[src/rtl/axi4_pkg.sv]
// Shared AXI4 write-master types: FSM states, AXI burst/response encodings and the 4 KiB check.
package axi4_pkg;

  typedef enum logic [1:0] {
    ST_IDLE = 2'd0,
    ST_ADDR = 2'd1,
    ST_DATA = 2'd2,
    ST_RESP = 2'd3
  } wr_state_e;

  localparam logic [1:0] BURST_INCR = 2'b01;
  localparam logic [1:0] RESP_OKAY  = 2'b00;

  // AXI forbids a burst from touching two 4 KiB pages; landing exactly on 4096 is still legal.
  function automatic logic crosses_4k(input logic [11:0] addr_lo,
                                      input logic [7:0]  len,
                                      input int unsigned beat_bytes);
    int unsigned end_byte;
    end_byte = 32'(addr_lo) + (32'(len) + 32'd1) * beat_bytes;
    return (end_byte > 32'd4096);
  endfunction

endpackage

[src/rtl/axi4_if.sv]
// AXI4 bundle; the write master drives AW/W/BREADY and ties the read side inactive.
interface axi4_if #(
  parameter int DW = 64,
  parameter int AW = 32,
  parameter int IW = 4
);
  logic [IW-1:0]   awid;
  logic [AW-1:0]   awaddr;
  logic [7:0]      awlen;
  logic [2:0]      awsize;
  logic [1:0]      awburst;
  logic            awlock;
  logic [3:0]      awcache;
  logic [2:0]      awprot;
  logic [3:0]      awqos;
  logic [3:0]      awregion;
  logic            awvalid;
  logic            awready;
  logic [IW-1:0]   wid;
  logic [DW-1:0]   wdata;
  logic [DW/8-1:0] wstrb;
  logic            wlast;
  logic            wvalid;
  logic            wready;
  logic [IW-1:0]   bid;
  logic [1:0]      bresp;
  logic            bvalid;
  logic            bready;
  logic [IW-1:0]   arid;
  logic [AW-1:0]   araddr;
  logic [7:0]      arlen;
  logic [2:0]      arsize;
  logic [1:0]      arburst;
  logic            arvalid;
  logic            arready;
  logic [IW-1:0]   rid;
  logic [DW-1:0]   rdata;
  logic [1:0]      rresp;
  logic            rlast;
  logic            rvalid;
  logic            rready;

  modport m (
    output awid, awaddr, awlen, awsize, awburst, awlock, awcache, awprot, awqos, awregion, awvalid,
    input  awready,
    output wid, wdata, wstrb, wlast, wvalid,
    input  wready,
    input  bid, bresp, bvalid,
    output bready,
    output arid, araddr, arlen, arsize, arburst, arvalid,
    input  arready,
    input  rid, rdata, rresp, rlast, rvalid,
    output rready
  );
endinterface

[src/rtl/axi4_wr_master.sv]
// Single-outstanding AXI4 INCR write master: command -> AW -> W stream (zero-latency pass-through) -> B.
// Backpressure: cmd_ready_o only in IDLE; dat_ready_o mirrors WREADY during DATA; done_o/err_o lag one cycle.
module axi4_wr_master
  import axi4_pkg::*;
#(
  parameter int DW      = 64,
  parameter int AW      = 32,
  parameter int IW      = 4,
  parameter int WID_VAL = 0
) (
  input  logic          clk_i,
  input  logic          rst_i,
  input  logic [AW-1:0] cmd_addr_i,
  input  logic [7:0]    cmd_len_i,
  input  logic          cmd_valid_i,
  output logic          cmd_ready_o,
  input  logic [DW-1:0] dat_i,
  input  logic          dat_valid_i,
  output logic          dat_ready_o,
  output logic          done_o,
  output logic [1:0]    resp_o,
  output logic          err_o,
  axi4_if.m             axi_o
);

  localparam int BEAT_BYTES = DW / 8;
  localparam int SIZE       = $clog2(BEAT_BYTES);

  wr_state_e     state, state_nxt;
  logic [AW-1:0] addr_q;
  logic [7:0]    len_q;
  logic [7:0]    beat_cnt;
  logic          cmd_fire, cmd_bad, beat_fire, last_beat, b_fire;
  logic          aw_vld, w_vld, b_rdy;
  logic          unused_axi;

  assign cmd_fire  = (state == ST_IDLE) && cmd_valid_i;
  assign cmd_bad   = (cmd_addr_i[SIZE-1:0] != '0) ||
                     crosses_4k(cmd_addr_i[11:0], cmd_len_i, BEAT_BYTES);
  assign last_beat = (beat_cnt == len_q);
  assign beat_fire = (state == ST_DATA) && dat_valid_i && axi_o.wready;
  assign b_fire    = (state == ST_RESP) && axi_o.bvalid;

  always_ff @(posedge clk_i or posedge rst_i) begin
    if (rst_i) state <= ST_IDLE;
    else       state <= state_nxt;
  end

  always_comb begin
    state_nxt   = state;
    cmd_ready_o = 1'b0;
    dat_ready_o = 1'b0;
    aw_vld      = 1'b0;
    w_vld       = 1'b0;
    b_rdy       = 1'b0;
    case (state)
      ST_IDLE: begin
        cmd_ready_o = 1'b1;
        // Bad commands are swallowed here so they never reach the bus.
        if (cmd_fire && !cmd_bad) state_nxt = ST_ADDR;
      end
      ST_ADDR: begin
        aw_vld = 1'b1;
        if (axi_o.awready) state_nxt = ST_DATA;
      end
      ST_DATA: begin
        w_vld       = dat_valid_i;
        dat_ready_o = axi_o.wready;
        if (beat_fire && last_beat) state_nxt = ST_RESP;
      end
      ST_RESP: begin
        b_rdy = 1'b1;
        if (axi_o.bvalid) state_nxt = ST_IDLE;
      end
      default: state_nxt = ST_IDLE;
    endcase
  end

  always_ff @(posedge clk_i or posedge rst_i) begin
    if (rst_i) begin
      addr_q   <= '0;
      len_q    <= '0;
      beat_cnt <= '0;
      done_o   <= 1'b0;
      err_o    <= 1'b0;
      resp_o   <= 2'b00;
    end else begin
      done_o <= b_fire;
      err_o  <= (cmd_fire && cmd_bad) || (b_fire && (axi_o.bresp != RESP_OKAY));
      if (cmd_fire && !cmd_bad) begin
        addr_q   <= cmd_addr_i;
        len_q    <= cmd_len_i;
        beat_cnt <= '0;
      end else if (beat_fire) begin
        beat_cnt <= beat_cnt + 8'd1;
      end
      if (b_fire) resp_o <= axi_o.bresp;
    end
  end

  assign axi_o.awid     = IW'(WID_VAL);
  assign axi_o.awaddr   = addr_q;
  assign axi_o.awlen    = len_q;
  assign axi_o.awsize   = 3'(SIZE);
  assign axi_o.awburst  = BURST_INCR;
  assign axi_o.awlock   = 1'b0;
  assign axi_o.awcache  = 4'd0;
  assign axi_o.awprot   = 3'd0;
  assign axi_o.awqos    = 4'd0;
  assign axi_o.awregion = 4'd0;
  assign axi_o.awvalid  = aw_vld;

  assign axi_o.wid      = IW'(WID_VAL);
  assign axi_o.wdata    = dat_i;
  assign axi_o.wstrb    = '1;
  assign axi_o.wlast    = last_beat;
  assign axi_o.wvalid   = w_vld;
  assign axi_o.bready   = b_rdy;

  assign axi_o.arid     = '0;
  assign axi_o.araddr   = '0;
  assign axi_o.arlen    = 8'd0;
  assign axi_o.arsize   = 3'd0;
  assign axi_o.arburst  = 2'b00;
  assign axi_o.arvalid  = 1'b0;
  assign axi_o.rready   = 1'b0;

  // BID is not compared: with one burst in flight any B belongs to it.
  assign unused_axi = ^{axi_o.bid, axi_o.arready, axi_o.rid, axi_o.rdata,
                        axi_o.rresp, axi_o.rlast, axi_o.rvalid};

endmodule

[src/flat_wrapper.sv]
// flat-port wrapper written by rule: the top's interface ports become plain ports
module axi4_wr_master_flat import axi4_pkg::*;
#(
  parameter int DW      = 64,
  parameter int AW      = 32,
  parameter int IW      = 4,
  parameter int WID_VAL = 0
)
  (clk_i, rst_i, cmd_addr_i, cmd_len_i, cmd_valid_i, cmd_ready_o, dat_i, dat_valid_i, dat_ready_o, done_o, resp_o, err_o, axi_o_awid, axi_o_awaddr, axi_o_awlen, axi_o_awsize, axi_o_awburst, axi_o_awlock, axi_o_awcache, axi_o_awprot, axi_o_awqos, axi_o_awregion, axi_o_awvalid, axi_o_awready, axi_o_wid, axi_o_wdata, axi_o_wstrb, axi_o_wlast, axi_o_wvalid, axi_o_wready, axi_o_bid, axi_o_bresp, axi_o_bvalid, axi_o_bready, axi_o_arid, axi_o_araddr, axi_o_arlen, axi_o_arsize, axi_o_arburst, axi_o_arvalid, axi_o_arready, axi_o_rid, axi_o_rdata, axi_o_rresp, axi_o_rlast, axi_o_rvalid, axi_o_rready);
  axi4_if #(.DW(DW), .AW(AW), .IW(IW)) axi_o_i ();
  input  logic clk_i;
  input  logic rst_i;
  input  logic [AW-1:0] cmd_addr_i;
  input  logic [7:0] cmd_len_i;
  input  logic cmd_valid_i;
  output logic cmd_ready_o;
  input  logic [DW-1:0] dat_i;
  input  logic dat_valid_i;
  output logic dat_ready_o;
  output logic done_o;
  output logic [1:0] resp_o;
  output logic err_o;
  output wire logic [$bits(axi_o_i.awid)-1:0] axi_o_awid;
  output wire logic [$bits(axi_o_i.awaddr)-1:0] axi_o_awaddr;
  output wire logic [$bits(axi_o_i.awlen)-1:0] axi_o_awlen;
  output wire logic [$bits(axi_o_i.awsize)-1:0] axi_o_awsize;
  output wire logic [$bits(axi_o_i.awburst)-1:0] axi_o_awburst;
  output wire logic [$bits(axi_o_i.awlock)-1:0] axi_o_awlock;
  output wire logic [$bits(axi_o_i.awcache)-1:0] axi_o_awcache;
  output wire logic [$bits(axi_o_i.awprot)-1:0] axi_o_awprot;
  output wire logic [$bits(axi_o_i.awqos)-1:0] axi_o_awqos;
  output wire logic [$bits(axi_o_i.awregion)-1:0] axi_o_awregion;
  output wire logic [$bits(axi_o_i.awvalid)-1:0] axi_o_awvalid;
  input wire logic [$bits(axi_o_i.awready)-1:0] axi_o_awready;
  output wire logic [$bits(axi_o_i.wid)-1:0] axi_o_wid;
  output wire logic [$bits(axi_o_i.wdata)-1:0] axi_o_wdata;
  output wire logic [$bits(axi_o_i.wstrb)-1:0] axi_o_wstrb;
  output wire logic [$bits(axi_o_i.wlast)-1:0] axi_o_wlast;
  output wire logic [$bits(axi_o_i.wvalid)-1:0] axi_o_wvalid;
  input wire logic [$bits(axi_o_i.wready)-1:0] axi_o_wready;
  input wire logic [$bits(axi_o_i.bid)-1:0] axi_o_bid;
  input wire logic [$bits(axi_o_i.bresp)-1:0] axi_o_bresp;
  input wire logic [$bits(axi_o_i.bvalid)-1:0] axi_o_bvalid;
  output wire logic [$bits(axi_o_i.bready)-1:0] axi_o_bready;
  output wire logic [$bits(axi_o_i.arid)-1:0] axi_o_arid;
  output wire logic [$bits(axi_o_i.araddr)-1:0] axi_o_araddr;
  output wire logic [$bits(axi_o_i.arlen)-1:0] axi_o_arlen;
  output wire logic [$bits(axi_o_i.arsize)-1:0] axi_o_arsize;
  output wire logic [$bits(axi_o_i.arburst)-1:0] axi_o_arburst;
  output wire logic [$bits(axi_o_i.arvalid)-1:0] axi_o_arvalid;
  input wire logic [$bits(axi_o_i.arready)-1:0] axi_o_arready;
  input wire logic [$bits(axi_o_i.rid)-1:0] axi_o_rid;
  input wire logic [$bits(axi_o_i.rdata)-1:0] axi_o_rdata;
  input wire logic [$bits(axi_o_i.rresp)-1:0] axi_o_rresp;
  input wire logic [$bits(axi_o_i.rlast)-1:0] axi_o_rlast;
  input wire logic [$bits(axi_o_i.rvalid)-1:0] axi_o_rvalid;
  output wire logic [$bits(axi_o_i.rready)-1:0] axi_o_rready;
  assign axi_o_awid = axi_o_i.awid;
  assign axi_o_awaddr = axi_o_i.awaddr;
  assign axi_o_awlen = axi_o_i.awlen;
  assign axi_o_awsize = axi_o_i.awsize;
  assign axi_o_awburst = axi_o_i.awburst;
  assign axi_o_awlock = axi_o_i.awlock;
  assign axi_o_awcache = axi_o_i.awcache;
  assign axi_o_awprot = axi_o_i.awprot;
  assign axi_o_awqos = axi_o_i.awqos;
  assign axi_o_awregion = axi_o_i.awregion;
  assign axi_o_awvalid = axi_o_i.awvalid;
  assign axi_o_i.awready = axi_o_awready;
  assign axi_o_wid = axi_o_i.wid;
  assign axi_o_wdata = axi_o_i.wdata;
  assign axi_o_wstrb = axi_o_i.wstrb;
  assign axi_o_wlast = axi_o_i.wlast;
  assign axi_o_wvalid = axi_o_i.wvalid;
  assign axi_o_i.wready = axi_o_wready;
  assign axi_o_i.bid = axi_o_bid;
  assign axi_o_i.bresp = axi_o_bresp;
  assign axi_o_i.bvalid = axi_o_bvalid;
  assign axi_o_bready = axi_o_i.bready;
  assign axi_o_arid = axi_o_i.arid;
  assign axi_o_araddr = axi_o_i.araddr;
  assign axi_o_arlen = axi_o_i.arlen;
  assign axi_o_arsize = axi_o_i.arsize;
  assign axi_o_arburst = axi_o_i.arburst;
  assign axi_o_arvalid = axi_o_i.arvalid;
  assign axi_o_i.arready = axi_o_arready;
  assign axi_o_i.rid = axi_o_rid;
  assign axi_o_i.rdata = axi_o_rdata;
  assign axi_o_i.rresp = axi_o_rresp;
  assign axi_o_i.rlast = axi_o_rlast;
  assign axi_o_i.rvalid = axi_o_rvalid;
  assign axi_o_rready = axi_o_i.rready;
  axi4_wr_master #(.DW(DW), .AW(AW), .IW(IW), .WID_VAL(WID_VAL)) u_core (.clk_i(clk_i), .rst_i(rst_i), .cmd_addr_i(cmd_addr_i), .cmd_len_i(cmd_len_i), .cmd_valid_i(cmd_valid_i), .cmd_ready_o(cmd_ready_o), .dat_i(dat_i), .dat_valid_i(dat_valid_i), .dat_ready_o(dat_ready_o), .done_o(done_o), .resp_o(resp_o), .err_o(err_o), .axi_o(axi_o_i));
endmodule
[config.mk]
export PLATFORM = sky130hd
export DESIGN_NAME = axi4_wr_master_flat
export DESIGN_NICKNAME = d
export VERILOG_FILES = /design/src/rtl/axi4_pkg.sv /design/src/rtl/axi4_if.sv /design/src/rtl/axi4_wr_master.sv /design/src/flat_wrapper.sv
export SDC_FILE = /design/constraint.sdc
export NUM_CORES = 1
export LEC_CHECK = 0
export BUFFER_PORTS_ARGS = -buffer_cell sky130_fd_sc_hd__buf_2
export CAP_MARGIN = 30
export CORE_AREA = 2 2 152 154
export DETAILED_ROUTE_END_ITERATION = 7
export DIE_AREA = 0 0 154 156
export MAX_ROUTING_LAYER = met4
export PLACE_DENSITY = 0.5
export SYNTH_ARGS = -nofsm -noshare
export SYNTH_HDL_FRONTEND = slang
export SYNTH_SLANG_ARGS = --single-unit
[constraint.sdc]
create_clock -name clk_i -period 2 [get_ports clk_i]
set_input_delay 0.3 -clock clk_i [delete_from_list [all_inputs] [get_ports clk_i]]
set_output_delay 0.3 -clock clk_i [all_outputs]
set_load 0.1 [all_outputs]
Word level (Yosys, flattened, before mapping)
Cells that the tools add are included.
{"block": "classes", "addsub": 3, "n_reduce_logical": 16, "mux": 12, "n_lt_le_gt_ge": 1, "n_eq_ne": 8}
{"operator": "$add A12 B32 Y32", "count": 1}
{"operator": "$gt A32 B13 Y1 const B", "count": 1}
{"operator": "$mux W8", "count": 2}
{"operator": "$add A8 B1 Y9 const B", "count": 1}
{"operator": "$add A8 B1 Y8 const B", "count": 1}
{"operator": "$eq A8 B8 Y1", "count": 1}
{"operator": "$logic_and A1 B1 Y1", "count": 8}
{"operator": "$mux W2", "count": 4}
{"operator": "$ne A2 B2 Y1 const B", "count": 4}
{"operator": "$pmux W2 S4", "count": 1}
{"operator": "$mux W1", "count": 5}
{"operator": "$eq A2 B2 Y1 const B", "count": 2}
{"operator": "$reduce_and A4 Y1", "count": 1}
{"operator": "$reduce_bool A2 Y1", "count": 2}
{"operator": "$reduce_bool A3 Y1", "count": 1}
{"operator": "$eq A2 B1 Y1 const B", "count": 1}
{"operator": "$logic_not A2 Y1", "count": 1}
{"operator": "$logic_or A1 B1 Y1", "count": 2}
{"operator": "$logic_not A1 Y1", "count": 1}
{"block": "word_totals", "ff_bits": 54, "out_inout_bits": 202, "inputBits": 190, "wordCells": 47}

Longest topological paths before layout
{"block": "logic_depth", "word_depth": 8, "depth_mapped": 13, "mapped_depth_nobuf": 11}

Worst setup path before layout
OpenSTA, ideal clock, no wires.
{"block": "synth_timing", "path_kind": "reg-to-output", "startpoint": "register u_core.len_q[6] (netlist: u_core.axi_o.awlen[6])", "endpoint": "output port axi_o_wlast", "required_time_ns": 1.700, "arrival_ns": 2.534, "path_stages_with_launch": 4, "path_buffers": 0, "path_slack_ns": -0.834, "cell_sequence": "dfrtp_1 > xnor2_1 > nand4_1 > nor2_1"}
{"block": "synth_between", "elab_chain_len": 1}
{"item": "from (decl)", "line": "axi4_wr_master.sv:31", "text": "logic [7:0] len_q;"}
{"item": "from (signal assigned)", "line": "axi4_wr_master.sv:92", "text": "len_q <= cmd_len_i;"}
{"item": "$eq A8 B8 Y1", "line": "axi4_wr_master.sv:40", "text": "assign last_beat = (beat_cnt == len_q);"}
{"item": "to (decl)", "line": "flat_wrapper.sv:38", "text": "output wire logic [$bits(axi_o_i.wlast)-1:0] axi_o_wlast;"}
No other way between the ends.

Final worst setup path
{"block": "layout_timing", "startpoint": "input port cmd_len_i[1]", "endpoint": "register u_core.addr_q[24] (netlist: u_core.axi_o.awaddr[24])"}
{"block": "layout_between", "elab_chain_len": 6}
{"item": "from (decl)", "line": "flat_wrapper.sv:14", "text": "input logic [7:0] cmd_len_i;"}
{"item": "$add A8 B1 Y9", "line": "axi4_pkg.sv:19", "text": "end_byte = 32'(addr_lo) + (32'(len) + 32'd1) * beat_bytes;"}
{"item": "$add A12 B32 Y32", "line": "axi4_pkg.sv:19"}
{"item": "$gt A32 B13 Y1", "line": "axi4_pkg.sv:20", "text": "return (end_byte > 32'd4096);"}
{"item": "$logic_or A1 B1 Y1", "line": "axi4_wr_master.sv:38", "text": "assign cmd_bad = (cmd_addr_i[SIZE-1:0] != '0) ||"}
{"item": "$logic_not A1 Y1", "line": "axi4_wr_master.sv:90", "text": "if (cmd_fire && !cmd_bad) begin"}
{"item": "$logic_and A1 B1 Y1", "line": "axi4_wr_master.sv:90"}
{"item": "to (signal assigned)", "line": "axi4_wr_master.sv:91", "text": "addr_q <= cmd_addr_i;"}
{"item": "to (decl)", "line": "axi4_wr_master.sv:30", "text": "logic [AW-1:0] addr_q;"}
No other way between the ends.
A chain may end at the register's enable or synchronous reset.

==> flow_summary.yaml <==
run_status:
  status: "finished, violations left"
  violations: "negative setup slack"
place:
  hpwl_um: 9090
  port_buffers: 98
  finalWeightedCongestion: 0.885
worst_setup_path:
  critPathSlowestCell: "ha_1"
  startpoint: "cmd_len_i[1]"
  slowest_delay_ns: 0.33
  path_max_fanout: 5
  crit_type: "in -> reg"
  worstReg2RegEnd: "u_core.state[1]"
  start_kind: "input pin"
  reg2reg_setup_slack_ns: 0.08
  cp_cell_sequence: "buf_8 > ha_4 > nand3_2 > nor2_2 > xor2_1 > ha_1 > a2111oi_4 > o21ai_2 > mux2i_2 > nand4b_4 > nor3_4 > buf_6 > clkbuf_16 > o22ai_1"
  crit_path_end_kind: "register"
  cp.required_ns: 2.19
  reg2regPathDepth: 8
  reg2reg_from: "u_core.state[0]"
  crit_arrival_ns: 2.70
sta:
  slew_violations: 0
  fin_crit_ns: 2.51
  setup_viol: 51
  fin_worst_skew_ns: 0.0150
  slew_headroom: 0.623
  rsz0062_at_grt: "true"
  whs_ns: 0.0511
  fmax_mhz: 398
  setup_ws_ns: -0.515
  tightest_slew_ns: 0.565
  timing.final.crit_share: 1.26
  fin_tns_setup_ns: -23.87
  finalHoldViolCount: 0
global_routing:
  grt_pass1_vias: 2928
  grt_pass1_wl_um: 17500
  antenna_found_initial: 0
  track_usage: 0.0978
  grt-ovfl-total: 0
  grt_max_degree: 48
pwr:
  vdd_ir_drop_max_mv: 0.890
  p_leak_nw: 2.46
  power_density_nw_per_um2: 1700
clock_network:
  clk_latency_ns: 0.31
  cts_tree: "done"
  root_buffer: "clkbuf_16"
  htree_levels: 2
  cts-buffers-inserted: 5
  clockBufferDepth: 2
  clock_sinks: 54
  clkSlewWorstSetupHoldPaths_ns: 0.08
hold_path:
  min_path_type: "in -> async"
synth:
  synthArstFlopShare: 1.00
  yosysUniqueCellTypes: 48
  ys_warn_count: 0
  synthFlopType: "dfrtp_1"
  syn_area_um2: 4280
  yosysTopAreaCell: "dfrtp_1"
  synthTopCellsByArea: "dfrtp_1, buf_4, nand2_1"
  syn_inst: 487
  ys_ff_latch: 54
  synth-seq-area-share: 0.315
  synth_top_area_frac: 0.315
  synthTopCellsByCount: "buf_4, nand2_1, dfrtp_1"
  syn_avg_cell_area_um2: 8.80
  synth.most_common_cell: "buf_4"
  synth_edf_count: 0
floorplan:
  die_w_um: 154
  die_h_um: 156
  top_level_ports: 392
  core_um2: 22400
  initial_core_util: 0.192
  die_area_um2: 24000
  rows: 55
detailed_routing:
  wirelength_um: 12400
  drc_errors: 0
  first_pass_iters: 4
  wire_per_inst_um: 14.7
  ant_nets: 0
  vias: 3301
  first_iter_violations: 175
  viasPerCell: 3.90
run:
  timing.max_cap.violations: 0
final_layout:
  diodes: 0
  drive_gt1_frac: 0.375
  finalNetCount: 767
  final_util: 0.232
  syn_to_final_growth_pct: 21.0
==> registers in the layout (all words and copies together), names as in the netlist <==
name	count
u_core.state	2
u_core.done_o	1
u_core.err_o	1
u_core.axi_o.awlen	8
u_core.beat_cnt	8
u_core.axi_o.awaddr	32
u_core.resp_o	2
==> power breakdown <==
| part | switching, mW | internal [mW] |
|---|---|---|
| clock network | 0.471 | 0.480 |
| registers | 0.302 | 1.50 |
| logic | 4.85 | 1.20 |
==> final cells by class <==
cell class	instances	area [µm²]
Clock buffer	5	125
Clock inverter	3	28.8
Fill cell	2444	17200
Inverter	8	30.0
Multi-Input combinational cell	342	2200
Sequential cell	54	1350
Tap cell	285	357
Timing Repair Buffer	150	1090
==> through the flow <==
stage	std cells	area (µm²)	power (mW)	setup WS, ns
2_1_floorplan	573	4660	7.37	-0.632
3_3_place_gp	829	4660	7.72	-0.905
3_5_place_dp	829	4660	7.73	-0.918
4_1_cts	840	4970	8.81	-0.420
5_1_grt	847	5180	9.24	-0.629
6_report	847	5180	8.80	-0.515
==> critical path, delay by kind of cell <==
family          cells  cell delay [ns]
buf+inv             3             0.47
fa+ha+maj           2             0.48
compound gates      3             0.50
simple gates        4             0.53
mux                 1             0.26
xor+xnor            1             0.15
==> kinds of logic after synthesis <==
family / synth area share
compound gates: 0.141
other cells: 0.00175
mux: 0.0193
buf+inv: 0.294
xor+xnor: 0.0470
flops: 0.315
simple gates: 0.133
fa+ha+maj: 0.0485
==> worst max-delay path by stage <==
| stage | end | slack, ns |
|---|---|---|
| finish | u_core.axi_o.awaddr[24] | -0.51 |
| CTS | u_core.axi_o.awaddr[22] | -0.42 |
| detailed placement | u_core.axi_o.awaddr[21] | -0.92 |
| floorplan | u_core.axi_o.awlen[1] | -0.63 |
| global placement | u_core.state[1] | -0.91 |
| global route | u_core.axi_o.awaddr[24] | -0.63 |
==> layer usage <==
metal | GRT usage | up-vias | wire [µm] | part of all wire
li1 | - | 1553 | - | -
met1 | 0.129 | 1568 | 5480 | 0.44
met2 | 0.143 | 147 | 5640 | 0.45
met3 | 0.0233 | 33 | 944 | 0.076
met4 | 0.0414 | 0 | 379 | 0.030
met5 | - | - | 0 | 0
==> layout by cell type, fill, tap and decap left out, types with 3 or more instances in the layout <==
| cell | synthesis | final |
|---|---|---|
| nand3_1 | 5 | 4 |
| nor2_2 | 0 | 3 |
| a21oi_1 | 11 | 10 |
| buf_6 | 2 | 7 |
| nand2b_1 | 3 | 3 |
| xnor2_1 | 17 | 17 |
| a21boi_1 | 0 | 3 |
| buf_8 | 0 | 3 |
| conb_1 | 2 | 88 |
| nand2_1 | 81 | 81 |
| xor2_1 | 6 | 6 |
| ha_2 | 0 | 4 |
| clkbuf_16 | 0 | 7 |
| nor2b_1 | 3 | 3 |
| nor3_1 | 5 | 4 |
| buf_12 | 0 | 7 |
| and3_1 | 3 | 3 |
| ha_1 | 15 | 10 |
| o211ai_1 | 4 | 4 |
| inv_1 | 8 | 7 |
| o22ai_1 | 31 | 17 |
| o22ai_2 | 10 | 23 |
| o21ai_0 | 6 | 4 |
| o21a_1 | 3 | 3 |
| nand4_1 | 6 | 6 |
| mux2i_1 | 6 | 5 |
| nor2_1 | 9 | 6 |
| dfrtp_1 | 54 | 54 |
| buf_2 | 2 | 91 |
| buf_4 | 154 | 38 |
==> what timing repair did <==
action,4_1_cts,5_1_grt
hold buffers,0,0
setup endpoints to repair,51,52
setup buffers,2,3
gates resized for setup,28,30
endpoints found under the hold margin,0,0
cloned,1,4
pin swaps,9,9
Power figures use the tool's default switching activity.
